[config.mk]
export PLATFORM = sky130hd
export DESIGN_NAME = uart_tx_arbiter
export DESIGN_NICKNAME = d
export VERILOG_FILES = /design/src/rtl/uart_arb_pkg.sv /design/src/rtl/rr_pick.sv /design/src/rtl/uart_tx_arbiter.sv
export SDC_FILE = /design/constraint.sdc
export NUM_CORES = 1
export LEC_CHECK = 0
export CORE_MARGIN = 4
export CORE_UTILIZATION = 65
export DETAILED_ROUTE_END_ITERATION = 6
export DONT_BUFFER_PORTS = 1
export GPL_TIMING_DRIVEN = 0
export PLACE_DENSITY = 0.81
export SLEW_MARGIN = 20
export SYNTH_ARGS = -nofsm -noshare
export SYNTH_HDL_FRONTEND = slang
export SYNTH_SLANG_ARGS = --single-unit
[constraint.sdc]
create_clock -name clk_i -period 5 [get_ports clk_i]
set_clock_uncertainty 0.15 [all_clocks]
set_input_delay 0.5 -clock clk_i [delete_from_list [all_inputs] [get_ports clk_i]]
set_output_delay 0.5 -clock clk_i [all_outputs]
set_load 0.02 [all_outputs]
[src/rtl/uart_arb_pkg.sv]
// Shared types and helpers for the UART transmit arbiter and related
// shared-peripheral arbiters.
package uart_arb_pkg;

    typedef enum logic {
        ARB_IDLE  = 1'b0,
        ARB_OWNED = 1'b1
    } arb_state_e;

    localparam logic [7:0] NEWLINE = 8'h0A;

    // Width of an index into n requesters; never below one bit.
    function automatic int idx_width(input int n);
        return (n > 1) ? $clog2(n) : 1;
    endfunction

    // Width of a counter that must be able to hold the value t.
    function automatic int cnt_width(input int t);
        return (t > 0) ? $clog2(t + 1) : 1;
    endfunction

endpackage

[src/rtl/rr_pick.sv]
// Combinational round-robin pick: first set request strictly after the
// pointer, wrapping modulo N.
module rr_pick
    import uart_arb_pkg::*;
#(
    parameter int N  = 2,
    localparam int IW = idx_width(N)
) (
    input  logic [N-1:0]  req_i,
    input  logic [IW-1:0] ptr_i,
    output logic          found_o,
    output logic [IW-1:0] idx_o
);

    logic          hi_found, lo_found;
    logic [IW-1:0] hi_idx, lo_idx;

    // Scan downwards so the lowest index in each half wins; the half above
    // the pointer has priority over the wrapped half.
    always_comb begin
        hi_found = 1'b0;
        lo_found = 1'b0;
        hi_idx   = '0;
        lo_idx   = '0;
        for (int i = N - 1; i >= 0; i--) begin
            if (req_i[i]) begin
                if (i > int'(ptr_i)) begin
                    hi_found = 1'b1;
                    hi_idx   = IW'(i);
                end else begin
                    lo_found = 1'b1;
                    lo_idx   = IW'(i);
                end
            end
        end
        found_o = hi_found | lo_found;
        idx_o   = hi_found ? hi_idx : lo_idx;
    end

endmodule

[src/rtl/uart_tx_arbiter.sv]
// Round-robin arbiter sharing one uart_tx byte interface between NUM_REQ
// requesters, with optional line locking and an owner idle timeout.
module uart_tx_arbiter
    import uart_arb_pkg::*;
#(
    parameter int NUM_REQ      = 2,
    parameter int LINE_LOCK    = 1,
    parameter int LOCK_TIMEOUT = 256,
    localparam int GW = idx_width(NUM_REQ)
) (
    input  logic                   clk_i,
    input  logic                   rstn_i,
    input  logic [8*NUM_REQ-1:0]   req_data_i,
    input  logic [NUM_REQ-1:0]     req_valid_i,
    output logic [NUM_REQ-1:0]     req_ready_o,
    output logic [7:0]             tx_data_o,
    output logic                   tx_valid_o,
    input  logic                   tx_ready_i,
    output logic [GW-1:0]          grant_id_o,
    output logic                   locked_o,
    output logic                   busy_o
);

    localparam int             CW      = cnt_width(LOCK_TIMEOUT);
    localparam bit             TO_EN   = (LOCK_TIMEOUT > 0);
    localparam logic [CW-1:0]  TO_LAST = CW'((LOCK_TIMEOUT > 0) ? LOCK_TIMEOUT - 1 : 0);

    arb_state_e     state_q;
    logic [GW-1:0]  grant_q;
    logic [GW-1:0]  ptr_q;
    logic [7:0]     tx_data_q;
    logic           tx_valid_q;
    logic [CW-1:0]  idle_cnt_q;

    logic [7:0]     lane [NUM_REQ];
    logic           owned, slot_free, own_valid, hs;
    logic           nl_rel, to_rel;
    logic [7:0]     own_byte;
    logic           pick_found;
    logic [GW-1:0]  pick_idx;

    for (genvar k = 0; k < NUM_REQ; k++) begin : g_lane
        assign lane[k] = req_data_i[8*k +: 8];
    end

    rr_pick #(.N(NUM_REQ)) u_pick (
        .req_i   (req_valid_i),
        .ptr_i   (ptr_q),
        .found_o (pick_found),
        .idx_o   (pick_idx)
    );

    assign owned     = (state_q == ARB_OWNED);
    assign slot_free = !tx_valid_q || tx_ready_i;
    assign own_valid = req_valid_i[grant_q];
    assign own_byte  = lane[grant_q];
    assign hs        = owned && slot_free && own_valid;

    // A newline (or any byte without line locking) ends the owner's turn;
    // the timeout only fires while the owner itself has nothing to offer.
    assign nl_rel = hs && ((LINE_LOCK == 0) || (own_byte == NEWLINE));
    assign to_rel = TO_EN && owned && !own_valid && (idle_cnt_q == TO_LAST);

    always_comb begin
        req_ready_o = '0;
        if (owned && slot_free) begin
            req_ready_o[grant_q] = 1'b1;
        end
    end

    always_ff @(posedge clk_i or negedge rstn_i) begin
        if (!rstn_i) begin
            state_q    <= ARB_IDLE;
            grant_q    <= '0;
            ptr_q      <= GW'(NUM_REQ - 1);
            tx_data_q  <= '0;
            tx_valid_q <= 1'b0;
            idle_cnt_q <= '0;
        end else begin
            if (hs) begin
                tx_data_q  <= own_byte;
                tx_valid_q <= 1'b1;
            end else if (tx_ready_i) begin
                tx_valid_q <= 1'b0;
            end

            case (state_q)
                ARB_IDLE: begin
                    idle_cnt_q <= '0;
                    if (pick_found) begin
                        grant_q <= pick_idx;
                        state_q <= ARB_OWNED;
                    end
                end
                ARB_OWNED: begin
                    if (nl_rel || to_rel) begin
                        state_q    <= ARB_IDLE;
                        ptr_q      <= grant_q;
                        idle_cnt_q <= '0;
                    end else if (hs) begin
                        idle_cnt_q <= '0;
                    end else if (!own_valid) begin
                        idle_cnt_q <= idle_cnt_q + CW'(1);
                    end
                end
                default: state_q <= ARB_IDLE;
            endcase
        end
    end

    assign tx_data_o  = tx_data_q;
    assign tx_valid_o = tx_valid_q;
    assign grant_id_o = grant_q;
    assign locked_o   = owned;
    assign busy_o     = owned || tx_valid_q;

endmodule

* Word-level counts from Yosys, hierarchy flattened
Cells that the tools add are included.
** Storage, ports and cells
- Register bits after elaboration :: 21
- Input port bits :: 21
- Output and inout port bits :: 14
- Logic and storage cells :: 55
** Operators by class
- Add/subtract/negate cells :: 1
- Magnitude comparators :: 4
- Eq/ne operators :: 3
- Mux-type cells :: 24
- Bitwise gates (word level) :: 3
- Reductions and logical operators :: 14
** Operators by type and width (count)
- two-way mux 9 bit :: 3
- two-way mux 8 bit :: 3
- case mux 9 bit (2 select lines) :: 1
- two-way mux 1 bit :: 14
- adder 9 x 1 -> 9 bit, second input constant :: 1
- equality test 9 x 8 -> 1 bit, second input constant :: 1
- equality test 8 x 4 -> 1 bit, second input constant :: 1
- logical AND 1 bit :: 6
- != test 4 x 2 -> 1 bit, second input constant :: 1
- AND reduction 2 bit :: 2
- logical OR 1 bit :: 3
- greater-or-equal comparator 2 bit, second input constant :: 1
- zero test 1 bit :: 2
- less-than comparator 1 x 2 -> 1 bit, second input constant :: 1
- two-way mux 2 bit :: 1
- inverter 1 -> 2 bit :: 1
- case mux 1 bit (2 select lines) :: 1
- nonzero test 2 bit :: 1
- demux 1 bit (select 1 bit) :: 1
- greater-or-equal comparator 1 bit, second input constant :: 1
- > comparator 1 bit, first input constant :: 1
- inverter 1 bit :: 1
- bitwise OR 1 bit :: 1

* Longest topological paths before layout
Gate-level depths: netlist (run 1).
- Word-level depth :: 9
- Depth in mapped cells :: 8
- Mapped depth without buffers :: 8

* Cells and area by module
From an unflattened synthesis (run 1), not the netlist that was laid out.
** Unflattened totals
- Cell total of the unflattened synthesis :: 119
- Area total of the unflattened synthesis :: 1154.9 sq um
** Modules (own cells, without submodules)
- uart_tx_arbiter :: instances 1, cells each 117, area each 1141.1 sq um, seq. area each 526.8 sq um
- rr_pick :: instances 1, cells each 2, area each 13.8 sq um, seq. area each 0.0 sq um

* Least setup slack after synthesis (run 1)
Ideal clock, no wire load.
- Kind :: flip-flop to output port
- From :: reg grant_q, in the netlist grant_id_o
- To :: out req_ready_o[1]
- Data arrival time :: 1412 ps
- Data required time :: 4350 ps
- Setup slack :: 2938 ps
- Stages on the path, launching flop included :: 5
- Buffers on the path :: 2
- Cell sequence :: dfrtp_1 > buf_4 > clkbuf_1 > inv_1 > nor2_1
** Between the ends
- Longest elaborated chain between the ends :: 5
- Elaborated cells between the ends (all ways) :: 6
- Classes of those cells :: order compare (2); mux (3); reduce/logical (1)
** RTL lines
- start: declaration :: RTL line uart_tx_arbiter.sv:29 : logic [GW-1:0] grant_q;
- start signal: assignment :: RTL line uart_tx_arbiter.sv:91 : grant_q <= pick_idx;
- less-than comparator 1 x 2 -> 1 bit (implied by the code) or greater-or-equal comparator 1 bit (tied branches) :: RTL line uart_tx_arbiter.sv:67 : req_ready_o[grant_q] = 1'b1;
- logical AND 1 bit (implied by the code) :: RTL line uart_tx_arbiter.sv:67
- two-way mux 1 bit (implied by the code) :: RTL line uart_tx_arbiter.sv:67
- demux 1 bit (select 1 bit) * :: RTL line uart_tx_arbiter.sv:67
- two-way mux 2 bit * :: RTL line uart_tx_arbiter.sv:66 : if (owned && slot_free) begin
- end: declaration :: RTL line uart_tx_arbiter.sv:15 : output logic [NUM_REQ-1:0] req_ready_o,
Mark *: on every way between the ends. The rest lies on a longest branch, timed or not.

* Final worst setup path (run 1)
Same ends and word-level chain as after synthesis.

==> results of run 1 <==
cells by family after synthesis:
family / count (synthesis)
DFF: 21
and+or+nand+nor: 54
adders and majority gates: 2
muxes: 8
AOI/OAI and AO/OA: 24
buffers and inverters: 8
xor gates and xnor gates: 4
timing repair:
item | 4_1_cts | 5_1_grt
gates resized for setup | 0 | 0
hold buffers | 1 | 0
setup endpoints to repair | 0 | 0
hold endpoints to repair | 21 | 0
cell type report:
| type | count | area (um^2) | area share, % |
|---|---|---|---|
| multi-input cells | 92 | 557 | 47.2 |
| clock inverters | 1 | 5.00 | 0.425 |
| well taps | 16 | 20.0 | 1.70 |
| plain buffers | 5 | 26.3 | 2.23 |
| repair buffers | 1 | 10.0 | 0.849 |
| inverters | 3 | 11.3 | 0.955 |
| flip-flops and latches | 21 | 527 | 44.7 |
| clock buffers | 3 | 22.5 | 1.91 |
flip-flops by register name (all words and copies together), names as in the netlist:
register	cells
grant_id_o	1
idle_cnt_q	9
locked_o	1
ptr_q	1
tx_data_o	8
tx_valid_o	1
power by group:
part / internal (W) / switching, W
Combinational: 0.0000718 / 0.000122
Sequential: 0.000221 / 0.0000908
Clock: 0.0000299 / 0.0000520
Total: 0.000323 / 0.000265
placed cells by master, fill, tap and decap left out, types with 2 or more instances in the layout:
master,instances
dfrtp_1,20
nand2_1,18
nor2_1,13
o21ai_0,10
mux2i_1,8
and3_1,4
nand2b_1,4
a21oi_1,4
xor2_1,4
inv_1,3
buf_2,3
nor4_1,3
nand4_1,3
clkbuf_4,3
nor2b_1,2
nor3_1,2
nand3b_1,2
a31oi_1,2
o22ai_1,2
ha_1,2
worst paths after layout:
check / startpoint / cells past startpoint / endpoint
min reg2reg: idle_cnt_q[0] / 1 / idle_cnt_q[0]
min in group asynchronous: rstn_i / 1 / grant_id_o
max: grant_id_o / 4 / req_ready_o[1]
min: req_valid_i[1] / 2 / locked_o
max reg2reg: grant_id_o / 6 / locked_o
max in group asynchronous: rstn_i / 1 / idle_cnt_q[5]
routing by layer:
layer	vias to the layer above	global-route usage [%]	routed length (um)
li1	435	-	-
met2	29	34.8	1140
met4	0	6.91	40
met5	-	0	0
met3	7	6.02	170
met1	424	28.8	1090
per-stage QoR:
step / setup WS, ps / cell area, um^2
finish: 2410 / 1180
global route: 2310 / 1180
CTS: 2400 / 1180
detailed placement: 2750 / 1140
global placement: 2760 / 1140
floorplan: 2940 / 1120
==> out/results.tsv, run 1 <==
metric	value	unit
dp_hpwl	1.81	mm
crit_arrival	1940	ps
rows	14	
synth_edf_count	0	
ys_ff_latch	21	
worst_path_max_delay_cell	clkbuf_1	
core-area	0.00156	mm^2
stdcell_count	142	
synth_area_per_cell	9.27	um^2
cts_tree	built	
clk_latency	300	ps
cap_violations	0	
slew_violations	0	
finalCoreUtilization	75.6	%
period_share	51.9	%
critPathTopFamily	buffers and inverters	
clock_path_buffers	2	
synth-compound-area-share	13.7	%
synth-adder-area-share	2.23	%
cp-start-kind	flop	
num_vias	895	
path_clk_slew	120	ps
rsz0062_at_grt	false	
grt_pass1_vias	883	
dieArea	0.00245	mm^2
cts_root_buf	clkbuf_4	
regToRegSetupSlack	2800	ps
synth_commonest_cells	20 x dfrtp_1, 18 x nand2_1, 13 x nor2_1	
synth_nets	144	
grt_pass1_wl	4.13	mm
clkSinkCount	21	
syn_area	0.00112	mm^2
vias_per_cell	6.30	
drt_pass1_iterations	4	
finalSetupViolCount	0	
hold_viol	0	
netlist_instances	121	
drc	0	
yosysMostFrequentCell	dfrtp_1	
setup-tns-final	0	ps
whs	208	ps
n_fill_cell	115	
grt_usage	21.9	%
synth_top_family_by_area	simple AND/OR/NAND/NOR gates	
start_util	71.9	%
ir_worst_vdd	0.000334	V
synth_top_area_share	44.6	%
antenna_cells	0	
synth_top_area_cell	dfrtp_1	
synth-simple-area-share	23.4	%
crit_fanout	10	
hold_class	input pin to flop	
relSlewSlack	38.1	%
grt-ovfl-total	0	
required	4350	ps
gp_congestion	0.840	
yosys-top-cells-area	dfrtp_1 45%, mux2i_1 7.1%, nand2_1 6.0%	
fin_crit	2590	ps
synth_ff_type	dfrtp_1	
wl_per_cell	17.2	um
synth_xor_area_share	3.13	%
total_power	0.000587	W
end_kind	output pin	
async_flop_share	100	%
htree_levels	1	
crit_type	flop to output pin	
max_clock_freq	386	MHz
area_growth	5.13	%
final_layout_size_suffix_gt1_share	8.73	%
tightest_slew	926	ps
die_x	49.5	um
fp.dieH	49.5	um
fin_nets	150	
dp_cells	137	
cts-buffers-inserted	3	
drt_iter0_markers	17	
status	finished, final reports clean	
power_leakage	0.526	nW
grt_max_degree	22	
routed_wl	2.44	mm
antenna_found_initial	0	
seq_area_frac_synth	47.0	%
antenna_left	0	
path_buf_inv	3	
postCtsSetupRepairBufs	0	
path_cells	buf_4, clkbuf_1, inv_1, nor2_1	
port-buffer-count	0	
power_density	498	mW/mm^2
yosysWarnings	0	
synth.area.mux_share	7.14	%
ios	35	
slowest_delay	490	ps
ys_types	31	
Note: power is estimated with default switching activity, not from simulation.
==> run 2: changes to the inputs <==
--- a/config.mk
+++ b/config.mk
@@ -6,11 +6,11 @@
 export NUM_CORES = 1
 export LEC_CHECK = 0
 export CORE_MARGIN = 4
-export CORE_UTILIZATION = 65
+export CORE_UTILIZATION = 55
 export DETAILED_ROUTE_END_ITERATION = 6
 export DONT_BUFFER_PORTS = 1
 export GPL_TIMING_DRIVEN = 0
-export PLACE_DENSITY = 0.81
+export PLACE_DENSITY = 0.73
 export SLEW_MARGIN = 20
 export SYNTH_ARGS = -nofsm -noshare
 export SYNTH_HDL_FRONTEND = slang
==> constraint.sdc (replaced) <==
create_clock -name clk_i -period 2.2 [get_ports clk_i]
set_clock_uncertainty 0.15 [all_clocks]
set_input_delay 0.22 -clock clk_i [delete_from_list [all_inputs] [get_ports clk_i]]
set_output_delay 0.22 -clock clk_i [all_outputs]
set_load 0.02 [all_outputs]
==> out/results.tsv, run 2 (synthesis results as in run 1) <==
metric	value	unit	change
status	finished, final reports clean		
finalCoreUtilization	71.8	%	-3.8 points
cts-buffers-inserted	3		unchanged
grt-ovfl-total	0		unchanged
wl_per_cell	15.8	um	-8.4%
period_share	94.5	%	
finalSetupViolCount	0		unchanged
rows	16		+2
cts_tree	built		
vias_per_cell	5.65		-10%
crit_fanout	10		unchanged
gp_congestion	0.782		-6.8%
fp.dieH	53.1	um	+7.3%
required	2240	ps	-2110 ps
clkPwrFrac	13.3	%	-0.6 points
regArea	528	um^2	+0.24%
final_layout_size_suffix_gt1_share	11.8	%	+3.1 points
start_util	57.7	%	-14 points
power_leakage	0.609	nW	+16%
tightest_slew	955	ps	+28.8 ps
hold_class	input pin to flop		
clk_latency	310	ps	about the same
drt_pass1_iterations	4		unchanged
slew_violations	0		unchanged
total_power	0.00142	W	+140%
path_clk_slew	120	ps	about the same
fin_crit	2080	ps	
max_flop_register	idle_cnt_q		
n_fill_cell	162		+41%
ios	35		unchanged
rsz0062_at_grt	false		
power_density	1020	mW/mm^2	+100%
crit_type	flop to flop		
grt_usage	23.1	%	+1.2 points
antenna_cells	0		unchanged
grt_pass1_vias	1008		+14%
clock_path_buffers	2		unchanged
routed_wl	2.70	mm	+10%
slowest_delay	470	ps	-20 ps
final_cell_mix	19 x dlygate4sd3_1, 19 x dfrtp_1, 18 x nand2_1, 13 x nor2_1, 10 x o21ai_0		
antenna_left	0		unchanged
p_int	0.000794	W	+150%
crit_arrival	2120	ps	+180 ps
worst_path_max_delay_cell	dfrtp_2		
drt_iter0_markers	10		-7
hold_viol	0		unchanged
grt_max_degree	22		unchanged
num_vias	967		+8.0%
clkSinkCount	21		unchanged
htree_levels	1		unchanged
pwr-share-comb	36.7	%	+3.7 points
dieArea	0.00282	mm^2	+15%
max_clock_freq	481	MHz	
swShare	44.0	%	-1.1 points
relSlewSlack	36.1	%	-1.9 points
port-buffer-count	0		unchanged
setup-tns-final	0	ps	unchanged
largest_reg_flops	9		unchanged
switchingPower	0.000623	W	+140%
cap_violations	0		unchanged
die_x	53.1	um	+7.3%
grt_pass1_wl	4.64	mm	+12%
drc	0		unchanged
cts_root_buf	clkbuf_4		
antenna_found_initial	0		unchanged
fin_nets	168		+12%
end_kind	flop		
multi_input_comb_area	576	um^2	+3.4%
p_seq_share	50.0	%	-3.1 points
area_growth	24.3	%	
core-area	0.00194	mm^2	+25%
path_cells	buf_4, mux2i_2, or3_1, buf_2, o31ai_4, o21ai_1		
dp_hpwl	1.73	mm	-4.1%
ir_worst_vdd	0.000964	V	+190%
cp-start-kind	flop		
-- run 2: worst paths after layout --
check                              startpoint            end  cells past startpoint  slack (ps)
worst max-delay path               grant_id_o       locked_o                      6         120
worst min-delay path            req_data_i[6]   tx_data_o[6]                      2          10
worst max register to register     grant_id_o       locked_o                      6         120
worst min register to register  idle_cnt_q[0]  idle_cnt_q[0]                      1         380
max in group asynchronous              rstn_i     grant_id_o                      1         920
min in group asynchronous              rstn_i   tx_data_o[2]                      1         340
-- run 2: final cells by class --
| cell class | instances | share of cell area, % |
|---|---|---|
| repair buffers | 19 | 13.6 |
| multi-input cells | 92 | 41.3 |
| well taps | 27 | 2.42 |
| flip-flops and latches | 21 | 37.9 |
| clock inverters | 1 | 0.359 |
| inverters | 3 | 0.808 |
| plain buffers | 5 | 1.97 |
| clock buffers | 3 | 1.62 |
-- run 2: stage by stage --
stage / instances / setup WS (ps) / instance area, um^2 / hold WS (ps)
finish: 171 / 121 / 1390 / 14.7
detailed placement: 148 / 68.5 / 1150 / -225
global route: 171 / 14.3 / 1390 / 19.7
CTS: 171 / 30.5 / 1370 / 11.7
global placement: 148 / 99.0 / 1150 / -225
floorplan: 121 / 278 / 1120 / -226
-- run 2: critical path, delay by kind of cell (launching register included) --
| family | cells | cell delay [ps] |
|---|---|---|
| AOI/OAI and AO/OA | 2 | 440 |
| muxes | 1 | 200 |
| DFF | 1 | 470 |
| and+or+nand+nor | 1 | 330 |
| buffers and inverters | 2 | 380 |
-- run 2: power groups by stage --
stage	registers, W	logic, W	clock network [W]
after global placement	0.000711	0.000410	0
final	0.000708	0.000520	0.000189
after floorplan	0.000687	0.000348	0
after CTS	0.000709	0.000497	0.000191
after global routing	0.000727	0.000581	0.000213
after detailed placement	0.000717	0.000420	0
-- run 2: metal layers --
metal | GRT usage (%) | wire [um] | up-vias
li1 | - | - | 472
met1 | 31.8 | 1190 | 452
met2 | 35.7 | 1280 | 38
met3 | 3.66 | 174 | 5
met4 | 10.2 | 51 | 0
met5 | 0 | 0 | -
-- run 2: repair_timing --
action,CTS,global route
gates resized for setup,1,6
hold buffers,19,0
setup buffers,0,0
hold endpoints to repair,32,0
endpoints found under the setup margin,1,12
pin swaps,0,1
==> run 3: changes to the inputs <==
--- a/config.mk
+++ b/config.mk
@@ -11,6 +11,7 @@
 export DONT_BUFFER_PORTS = 1
 export GPL_TIMING_DRIVEN = 0
 export PLACE_DENSITY = 0.73
+export SETUP_SLACK_MARGIN = 0.5
 export SLEW_MARGIN = 20
 export SYNTH_ARGS = -nofsm -noshare
 export SYNTH_HDL_FRONTEND = slang
==> out/results.tsv, run 3 (synthesis results as in run 1) <==
metric	value	unit	change
status	finished, final reports clean		
regArea	531	um^2	+0.47%
wl_met1	1.49	mm	+25%
antenna_found_initial	0		unchanged
finalSetupViolCount	0		unchanged
largest_reg_flops	9		unchanged
vias_per_cell	6.50		+15%
port-buffer-count	0		unchanged
die_x	53.1	um	unchanged
core-area	0.00194	mm^2	unchanged
wl_met3	325	um	+87%
rows	16		unchanged
crit_arrival	2130	ps	about the same
required	2250	ps	about the same
stdcell_count	186		+8.8%
fin_nets	183		+8.9%
crit_type	flop to flop		
fin_crit	2080	ps	-0.605 ps
cts-buffers-inserted	3		unchanged
mostFrequentLayoutCell	dlygate4sd3_1		
period_share	94.5	%	about the same
rsz0062_at_grt	true		
final_cell_mix	21 x dlygate4sd3_1, 17 x dfrtp_1, 13 x nand2_1, 11 x buf_4, 8 x nor2_1		
wl_per_cell	22.4	um	+42%
power_leakage	0.705	nW	+16%
hold_class	input pin to flop		
relSlewSlack	35.5	%	-0.67 points
grt-ovfl-total	0		unchanged
dp_cells	148		unchanged
topRoutingLayerUsed	met4		
antenna_left	0		unchanged
start_util	57.7	%	unchanged
clkSinkCount	21		unchanged
clk_latency	320	ps	about the same
max_flop_register	idle_cnt_q		
pwr-share-comb	47.3	%	+11 points
grt_pass1_vias	1210		+20%
num_vias	1209		+25%
ios	35		unchanged
power_density	1040	mW/mm^2	+2.5%
grt_usage	27.1	%	+4.0 points
dieArea	0.00282	mm^2	unchanged
clock_path_buffers	2		unchanged
tightest_slew	965	ps	+10.0 ps
final_layout_size_suffix_gt1_share	34.6	%	+23 points
drt_iter0_markers	50		+40
p_seq_share	41.6	%	-8.4 points
end_kind	flop		
routed_wl	4.16	mm	+54%
multi_input_comb_area	713	um^2	+24%
crit_fanout	5		-5
cp-start-kind	flop		
antenna_cells	0		unchanged
slew_violations	0		unchanged
max_clock_freq	481	MHz	about the same
ir_worst_vdd	0.000847	V	-12%
drc	0		unchanged
switchingPower	0.000796	W	+28%
area_growth	51.7	%	
gp_congestion	0.732		-6.5%
grt_pass1_wl	5.46	mm	+18%
hold_viol	0		unchanged
fp.dieH	53.1	um	unchanged
swShare	45.0	%	+1.0 points
p_int	0.000974	W	+23%
n_fill_cell	88		-46%
met2_length	2.13	mm	+67%
setup-tns-final	0	ps	unchanged
cap_violations	0		unchanged
drt_pass1_iterations	4		unchanged
dp_hpwl	1.84	mm	+6.0%
path_clk_slew	120	ps	about the same
grt_max_degree	22		unchanged
clkPwrFrac	11.1	%	-2.2 points
htree_levels	1		unchanged
cts_root_buf	clkbuf_4		
cts_tree	built		
run 3: changes by cell type in the layout (fill, tap and decap cells not counted), moves of 3 or more:
cell,previous run,this run
buf_6,0,4
nor2_2,0,3
buf_4,1,11
nand2_2,0,3
o21ai_0,10,3
o21ai_2,0,5
nand2_1,18,13
buf_2,4,0
nor2_1,13,8
run 3: power groups by stage:
stage / logic [W] / clock network, W / registers [W]
finish: 0.000837 / 0.000197 / 0.000737
global route: 0.000896 / 0.000209 / 0.000745
detailed placement: 0.000441 / 0 / 0.000719
CTS: 0.000608 / 0.000189 / 0.000707
floorplan: 0.000369 / 0 / 0.000691
global placement: 0.000432 / 0 / 0.000714
run 3: worst max-delay path: stages, from the launching register on:
cell     delay, ps
dfrtp_2        470
buf_6          150
mux2i_4        200
or3_4          340
buf_6          140
o31ai_4        260
buf_4          170
o21ai_2         70
run 3: what timing repair did:
action	4_1_cts	5_1_grt
pin swaps	6	3
buffers inserted	7	5
hold endpoints to repair	33	0
gates resized for setup	14	36
endpoints found under the setup margin	22	22
hold buffers	21	0
gates cloned	0	1
run 3: area by class of cell:
type,count,area share (%)
buffer,5,3.09
clock buffer,4,1.55
inverter,3,0.662
multi-input combinational,92,41.9
sequential,21,31.2
tap,27,1.99
timing repair buffer,34,19.6
run 3: path summary, 6_finish.rpt:
path / from / to / slack (ps) / cells after the start
max in group asynchronous: rstn_i / grant_id_o / 910 / 1
min: req_data_i[12] / ptr_q / 60 / 3
max: grant_id_o / locked_o / 120 / 7
min in group asynchronous: rstn_i / tx_data_o[4] / 340 / 1
min reg2reg: ptr_q / ptr_q / 430 / 2
max reg2reg: grant_id_o / locked_o / 120 / 7
run 3: metrics by stage:
stage | area, um^2 | utilization [%] | power (W) | setup WS, ps | hold slack (ps)
after floorplan | 1140 | - | 0.00106 | 380 | -226
after global placement | 1180 | 60.7 | 0.00115 | 179 | -225
after detailed placement | 1180 | 60.7 | 0.00116 | 144 | -225
after CTS | 1530 | 78.6 | 0.00150 | 239 | 48.6
after global routing | 1700 | 87.6 | 0.00185 | 79.8 | 65.6
final | 1700 | 87.6 | 0.00177 | 122 | 59.8
run 3: routing by layer:
layer / up-vias / global-route usage (%)
met4: 0 / 17.4
met5: - / 0
li1: 508 / -
met2: 86 / 45.9
met1: 592 / 30.3
met3: 23 / 6.20
